<file path="src/rtl/gcm_block_sequencer.sv">
// rtl/gcm_block_sequencer.sv - AES-GCM front-end feeder: sequences AAD, TEXT and LEN pipeline words.
// Block indices start at 0 for the first AAD block; the counter-block stage relies on that numbering.
module gcm_block_sequencer #(
    parameter int LEN_W = 64
) (
    input  logic               clk,
    input  logic               rst_n,
    input  logic               i_start,
    input  logic [0:95]        i_iv,
    input  logic [0:LEN_W-1]   i_len_a,
    input  logic [0:LEN_W-1]   i_len_p,
    output logic               o_busy,
    input  logic               i_data_valid,
    input  logic [0:127]       i_data,
    output logic               o_data_ready,
    output logic               o_new_instance,
    output logic [0:2]         o_phase,
    output logic [0:127]       o_counter,
    output logic [0:127]       o_aad,
    output logic [0:127]       o_plain_text,
    output logic [0:95]        o_iv,
    output logic [0:2*LEN_W-1] o_instance_size
);

    typedef enum logic [1:0] {S_IDLE, S_AAD, S_TEXT, S_LEN} state_t;

    state_t             state_q, state_d;
    logic [95:0]        iv_q, iv_d;
    logic [LEN_W-1:0]   len_a_q, len_a_d, len_p_q, len_p_d;
    logic [LEN_W-1:0]   na_q, na_d, np_q, np_d, cnt_q, cnt_d;
    logic [31:0]        idx_q, idx_d, ctr_q, ctr_d;
    logic               armed_q, armed_d, busy_q, busy_d, new_q, new_d;
    logic [2:0]         phase_q, phase_d;
    logic [127:0]       aad_q, aad_d, pt_q, pt_d;

    logic [LEN_W-1:0]   len_a_in, len_p_in;
    logic [LEN_W:0]     np_sum;
    logic [6:0]         tail_bits;
    logic [127:0]       tail_mask;
    logic               last_blk;

    assign len_a_in  = i_len_a;
    assign len_p_in  = i_len_p;
    assign np_sum    = {1'b0, len_p_in} + (LEN_W+1)'(127);
    assign tail_bits = len_p_q[6:0];
    // Keeps the leading tail_bits bits (MSB-first) of the final plaintext block.
    assign tail_mask = ~({128{1'b1}} >> tail_bits);
    assign last_blk  = (state_q == S_AAD) ? (cnt_q == na_q - LEN_W'(1))
                                          : (cnt_q == np_q - LEN_W'(1));

    assign o_data_ready    = (state_q == S_AAD) || (state_q == S_TEXT);
    assign o_busy          = busy_q;
    assign o_new_instance  = new_q;
    assign o_phase         = phase_q;
    assign o_counter       = {96'b0, ctr_q};
    assign o_aad           = aad_q;
    assign o_plain_text    = pt_q;
    assign o_iv            = iv_q;
    assign o_instance_size = {len_a_q, len_p_q};

    always_comb begin
        state_d = state_q;
        iv_d    = iv_q;
        len_a_d = len_a_q;
        len_p_d = len_p_q;
        na_d    = na_q;
        np_d    = np_q;
        cnt_d   = cnt_q;
        idx_d   = idx_q;
        armed_d = armed_q;
        phase_d = 3'b111;
        aad_d   = '0;
        pt_d    = '0;
        new_d   = 1'b0;
        ctr_d   = (state_q == S_IDLE) ? 32'd0 : idx_q;

        case (state_q)
            S_IDLE: begin
                if (i_start) begin
                    iv_d    = i_iv;
                    len_a_d = len_a_in;
                    len_p_d = len_p_in;
                    na_d    = len_a_in >> 7;
                    np_d    = LEN_W'(np_sum >> 7);
                    cnt_d   = '0;
                    idx_d   = '0;
                    armed_d = 1'b1;
                    if ((len_a_in >> 7) != '0)           state_d = S_AAD;
                    else if (LEN_W'(np_sum >> 7) != '0)  state_d = S_TEXT;
                    else                                 state_d = S_LEN;
                end
            end
            S_AAD, S_TEXT: begin
                if (i_data_valid) begin
                    new_d   = armed_q;
                    armed_d = 1'b0;
                    idx_d   = idx_q + 32'd1;
                    if (state_q == S_AAD) begin
                        phase_d = 3'b001;
                        aad_d   = i_data;
                    end else begin
                        phase_d = 3'b010;
                        pt_d    = (last_blk && tail_bits != 7'd0) ? (i_data & tail_mask) : i_data;
                    end
                    if (last_blk) begin
                        cnt_d = '0;
                        if (state_q == S_AAD && np_q != '0) state_d = S_TEXT;
                        else                                 state_d = S_LEN;
                    end else begin
                        cnt_d = cnt_q + LEN_W'(1);
                    end
                end
            end
            S_LEN: begin
                phase_d = 3'b100;
                aad_d   = 128'({len_a_q, len_p_q});
                new_d   = armed_q;
                armed_d = 1'b0;
                state_d = S_IDLE;
            end
            default: state_d = S_IDLE;
        endcase

        busy_d = (state_d != S_IDLE);
    end

    always_ff @(posedge clk or negedge rst_n) begin
        if (!rst_n) begin
            state_q <= S_IDLE;
            iv_q    <= '0;
            len_a_q <= '0;
            len_p_q <= '0;
            na_q    <= '0;
            np_q    <= '0;
            cnt_q   <= '0;
            idx_q   <= '0;
            ctr_q   <= '0;
            armed_q <= 1'b0;
            busy_q  <= 1'b0;
            new_q   <= 1'b0;
            phase_q <= 3'b111;
            aad_q   <= '0;
            pt_q    <= '0;
        end else begin
            state_q <= state_d;
            iv_q    <= iv_d;
            len_a_q <= len_a_d;
            len_p_q <= len_p_d;
            na_q    <= na_d;
            np_q    <= np_d;
            cnt_q   <= cnt_d;
            idx_q   <= idx_d;
            ctr_q   <= ctr_d;
            armed_q <= armed_d;
            busy_q  <= busy_d;
            new_q   <= new_d;
            phase_q <= phase_d;
            aad_q   <= aad_d;
            pt_q    <= pt_d;
        end
    end

endmodule
</file>
<file path="config.mk">
export PLATFORM = sky130hd
export DESIGN_NAME = gcm_block_sequencer
export DESIGN_NICKNAME = d
export VERILOG_FILES = /design/src/rtl/gcm_block_sequencer.sv
export SDC_FILE = /design/constraint.sdc
export NUM_CORES = 1
export LEC_CHECK = 0
export BUFFER_PORTS_ARGS = -buffer_cell sky130_fd_sc_hd__buf_4
export CAP_MARGIN = 20
export CORE_AREA = 3 3 382 384
export CTS_BUF_LIST = sky130_fd_sc_hd__clkbuf_4 sky130_fd_sc_hd__clkbuf_8
export DETAILED_ROUTE_END_ITERATION = 8
export DIE_AREA = 0 0 385 387
export PLACE_DENSITY = 0.49
export REMOVE_ABC_BUFFERS = 1
export SYNTH_ARGS = -nofsm -noshare
export SYNTH_HDL_FRONTEND = slang
export SYNTH_SLANG_ARGS = --single-unit
</file>
<file path="constraint.sdc">
create_clock -name clk -period 4.5 [get_ports clk]
set_input_delay 0.45 -clock clk [delete_from_list [all_inputs] [get_ports clk]]
set_output_delay 0.45 -clock clk [all_outputs]
set_load 0.02 [all_outputs]
</file>
# Word-level counts from Yosys, hierarchy flattened
# Index checks and enable logic that the tools add are counted.
[word_totals] output_inout_bits=614 elab_cells=75 input_bits=356 register_bits=731
[op_classes] addsub=5 shifts=1 muxes=31 n_bitwise=2 reduce_logical=14 eq_ne=7
[op_table] op="$mux W128" n=6
[op_table] op="$pmux W128 S2" n=1
[op_table] op="$mux W64" n=3
[op_table] op="$reduce_bool A64 Y1" n=3
[op_table] op="$and A128 B128 Y128" n=1
[op_table] op="$eq A64 B64 Y1" n=2
[op_table] op="$not A128 Y128" n=1
[op_table] op="$pmux W64 S2" n=1
[op_table] op="$shr A128 B7 Y128 const A" n=1
[op_table] op="$mux W32" n=3
[op_table] op="$add A64 B7 Y65 const B" n=1
[op_table] op="$add A64 B1 Y64 const B" n=1
[op_table] op="$pmux W32 S2" n=1
[op_table] op="$sub A58 B1 Y59 const B" n=1
[op_table] op="$sub A57 B1 Y58 const B" n=1
[op_table] op="$add A32 B1 Y32 const B" n=1
[op_table] op="$mux W2" n=5
[op_table] op="$reduce_bool A7 Y1" n=1
[op_table] op="$mux W1" n=6
[op_table] op="$pmux W2 S3" n=1
[op_table] op="$pmux W3 S2" n=1
[op_table] op="$eq A2 B2 Y1 const B" n=2
[op_table] op="$ne A2 B2 Y1 const B" n=2
[op_table] op="$reduce_and A2 Y1" n=2
[op_table] op="other kinds (10)" n=12

# Depth between registers and ports, before layout
[depth] ltp_word=8 ltp_mapped=17 mapped_depth_nobuf=13

# Worst setup path before layout
# Ideal clock, no wire load.
[synth_path] path_kind="reg2reg" start="reg len_a_q[18] (netlist name)" end="reg pt_q[46], in the netlist o_plain_text[81]" t_arrival_ns=4.630 setup_time_ns=0.138 path_stages_with_launch=14 synth_period_minus_slack_ns=4.769 path_slack_ns=-0.269 required_time_ns=4.362 n_path_buf=2 path_cell_list="dfrtp_1 > or4_4 > or4_4 > or4_4 > or4_1 > a2111oi_0 > a22oi_1 > and4bb_1 > nand4_1 > or4b_4 > buf_2 > nor2_2 > buf_2 > a31oi_1"
[synth_rtl] element="end signal, assigned" line="159" rtl="pt_q <= pt_d;"
[synth_rtl] element="end, declared" line="34" rtl="logic [127:0] aad_q, aad_d, pt_q, pt_d;"

==> run_results.csv <==
group,metric,value,unit
outcome,outcome,"finished with violations",
outcome,violations,"negative setup slack",
yosys,syn_area,34910,um2
route,routed-via-count,37460,
placement,placed_cell_area,45070,um2
setup_path,path_class,"reg2reg",
global_route,grt_pass1_wl,264500,um
power,pwr-share-clk,20.3,%
yosys,avgSynthCellArea,8.658,um2
global_route,grt_pass1_vias,37210,
flow_run,drv_cap,0,
global_route,overflow,0,
sta,setup_violations,191,
placement,post-place-ws,-0.6151,ns
power,p_leak,24.35,nW
yosys,synth-edff-count,0,
floorplan,start_util,24.39,%
global_route,antenna_found_initial,11,
floorplan,core_area,143100,um2
global_route,grt_max_degree,163,
floorplan,die_area,149000,um2
power,power_density,630.2,nW/um2
setup_path,crit_slowest_cell,"or4b_4",
clocking,cts_root_buf,"clkbuf_8",
setup_path,crit_family,"simple AND/OR/NAND/NOR gates",
clocking,clkSinkCount,674,
setup_path,worst-path-buf-inv,4,
setup_path,cp_common_cell,"or4_4",
setup_path,worst_setup_path_end_kind,"register",
sta,fin_crit,4.931,ns
sta,worst_pin_slew,1.212,ns
power,switching_share,47.05,%
floorplan,die_h,387,um
yosys,yosys.cell_types.count,82,
setup_path,crit_path_start_kind,"register",
setup_path,critPathMaxStageDelay,0.70,ns
floorplan,fp.dieW,385,um
sta,hold_viol,0,
sta,hold_slack,0.2041,ns
setup_path,worstPathArrival,5.68,ns
sta,max_slew_margin,19.03,%
setup_path,cp.required,5.25,ns
finish,finalInstanceArea,52810,um2
route,drc,0,
clocking,clkLatencyLatePin,0.88,ns
sta,setup_tns,-64.35,ns
route,vias_per_cell,5.044,
setup_path,worstPathCellList,"or4_4, or4_4, or4_4, or4_4, a2111oi_4, buf_4, a22oi_2, and4bb_1, nand4_1, or4b_4, buf_6, buf_8, buf_8, a31oi_4, o22ai_2",
route,antenna_left,0,
global_route,grt.total_usage,23.97,%
sta,drv_slew,0,
yosys,syn_inst,4032,
route,drtIter0Drc,2917,
yosys,synth_seq_cells,674,
power,p_comb_share,52.1,%
placement,gp_congestion,0.9071,
worst_hold_path,hp-class,"in2async",
route,dr.pass1.iters,6,
power,peakVddDrop,0.9495,mV
sta,clock_skew,0.06014,ns
yosys,yosys_warnings,0,
sta,finalCritPeriodShare,109.6,%
setup_path,cp_max_fo,7,
finish,final_nets,5787,
clocking,clkTransAtPathRegs,0.06,ns
clocking,cts_tree,"built",
yosys,synthFlopType,"dfrtp_1",
placement,port_buffers,873,
placement,dp_hpwl,138500,um
power,power_frac_seq,27.5,%
finish,postLayoutCoreUtil,36.90,%
clocking,clock_path_buffers,3,
power,netSwitchingPower,15.66,mW
sta,worst_slack,-0.4312,ns
power,p_int,17.63,mW
clocking,htree_num_levels,4,
yosys,synthArstFlopShare,100.0,%
floorplan,fp-row-count,139,
finish,syn_to_final_growth,51.29,%
sta,grt_setup_unrepaired,"true",
sta,clock.fmax,0.2028,GHz
yosys,yosysSeqAreaShare,48.32,%
route,wirelength,186200,um
finish,drive_above_1_share,29.18,%
clocking,cts_inserted_buffers,133,
route,wl_per_cell,25.07,um
floorplan,ios,970,
[power by group through the flow]
stage	Clock, mW	Combinational (mW)	Sequential, mW
CTS	6.97	17.1	9.14
global placement	0	16.6	9.20
detailed placement	0	16.7	9.21
finish	6.77	17.3	9.17
global route	7.22	18.4	9.32
floorplan	0	5.60	11.0
[registers in the layout, summed over array words and instances (netlist names), 32 cells and up]
signal and count:
cnt_q 64, ctr_q 32, idx_q 32, len_a_q 64
len_p_q 64, np_q 58, o_aad 128, o_iv 96
o_plain_text 128
[logic make-up (layout without fill, tap and decap cells)]
kind of cell               count (synthesis)  after routing  synth area share (%)
and+or+nand+nor                         1961           1961                 26.18
DFF                                      674            674                 48.32
AOI/OAI and AO/OA                        669            669                 12.82
buffers and inverters                    479           1866                 6.283
xor gates and xnor gates                 221            221                 5.545
muxes                                     19             19                0.5591
adders and majority gates                  8              8                0.2795
other                                      1            105               0.01074
[cells in the mapped netlist (12+ instances only)]
| library cell | number | area share (%) |
|---|---|---|
| dfrtp_1 | 671 | 48 |
| and3_1 | 46 | 0.82 |
| buf_2 | 14 | 0.20 |
| nor2b_1 | 39 | 0.70 |
| a32oi_1 | 134 | 3.4 |
| and2_1 | 19 | 0.34 |
| o31ai_1 | 12 | 0.26 |
| xor2_1 | 88 | 2.2 |
| or4_1 | 33 | 0.71 |
| o211ai_1 | 18 | 0.39 |
| nand2_1 | 881 | 9.5 |
| a21oi_1 | 136 | 1.9 |
| nand3_1 | 292 | 4.2 |
| inv_1 | 50 | 0.54 |
| mux2i_1 | 15 | 0.43 |
| a31oi_1 | 125 | 2.2 |
| o21ai_0 | 130 | 1.9 |
| clkbuf_1 | 285 | 3.1 |
| or2_2 | 17 | 0.30 |
| nor2_1 | 280 | 3.0 |
| buf_4 | 99 | 2.1 |
| nand4_1 | 70 | 1.3 |
| buf_1 | 30 | 0.32 |
| xnor2_1 | 133 | 3.3 |
| nor3_1 | 85 | 1.2 |
| nor4_1 | 84 | 1.5 |
| and4_1 | 21 | 0.53 |
| or3_1 | 36 | 0.65 |
[worst reg2reg max path: stages, from the launching register on]
cell,delay [ns]
dfrtp_1,0.37
or4_4,0.53
or4_4,0.54
or4_4,0.52
or4_4,0.51
a2111oi_4,0.29
buf_4,0.17
a22oi_2,0.07
and4bb_1,0.24
nand4_1,0.12
or4b_4,0.70
buf_6,0.19
buf_8,0.14
buf_8,0.14
a31oi_4,0.19
o22ai_2,0.10
[per-layer routing]
layer | track usage (%) | vias up | share of wire [%]
li1 | - | 16790 | -
met5 | 0 | - | 0
met4 | 10.30 | 0 | 4.6
met1 | 29.71 | 18620 | 41
met2 | 40.44 | 1675 | 48
met3 | 4.534 | 378 | 6.6
[worst paths after layout]
check / start / endpoint / slack (ns) / cells past startpoint
setup / recovery: len_a_q[18] / cnt_q[25] / -0.43 / 15
setup reg to reg: len_a_q[18] / cnt_q[25] / -0.43 / 15
max in group asynchronous: rst_n / o_iv[9] / 3.08 / 3
hold reg to reg: o_iv[22] / o_iv[22] / 0.47 / 2
hold / removal: rst_n / o_plain_text[27] / 0.20 / 2
min in group clk: i_len_a[62] / len_a_q[1] / 0.31 / 4
[area by class of cell]
| type | count | area [um2] |
|---|---|---|
| flip-flops and latches | 674 | 16880 |
| clock buffers | 203 | 2569 |
| fillers | 14680 | 90320 |
| clock inverters | 22 | 255.2 |
| well taps | 1903 | 2381 |
| multi-input cells | 2974 | 17020 |
| diodes | 9 | 22.52 |
| repair buffers | 1591 | 13510 |
| inverters | 50 | 187.7 |
[cells in the final DEF, fill, tap and decap left out, drive strengths merged, types with 96 or more instances in the layout]
cell,n
buf,1232
nand2,881
dfrtp,671
dlygate4sd3,355
nand3,292
nor2,281
clkbuf,206
a21oi,136
a32oi,134
xnor2,133
o21ai,131
a31oi,125
conb,96
[stage by stage]
| stage | instances | power (mW) |
|---|---|---|
| 2_1_floorplan | 3698 | 16.58 |
| 3_3_place_gp | 6810 | 25.82 |
| 3_5_place_dp | 6810 | 25.89 |
| 4_1_cts | 7420 | 33.18 |
| 5_1_grt | 7425 | 34.90 |
| 6_report | 7426 | 33.29 |
[repair_timing]
| action | 4_1_cts | 5_1_grt |
|---|---|---|
| hold buffers | 355 | 0 |
| gates resized for setup | 84 | 75 |
| setup endpoints to repair | 194 | 194 |
| buffers inserted | 21 | 4 |
| endpoints found under the hold margin | 615 | 0 |
| pin swaps | 26 | 18 |
| gates cloned | 12 | 3 |
No activity file was read; power rests on OpenSTA's default activity.
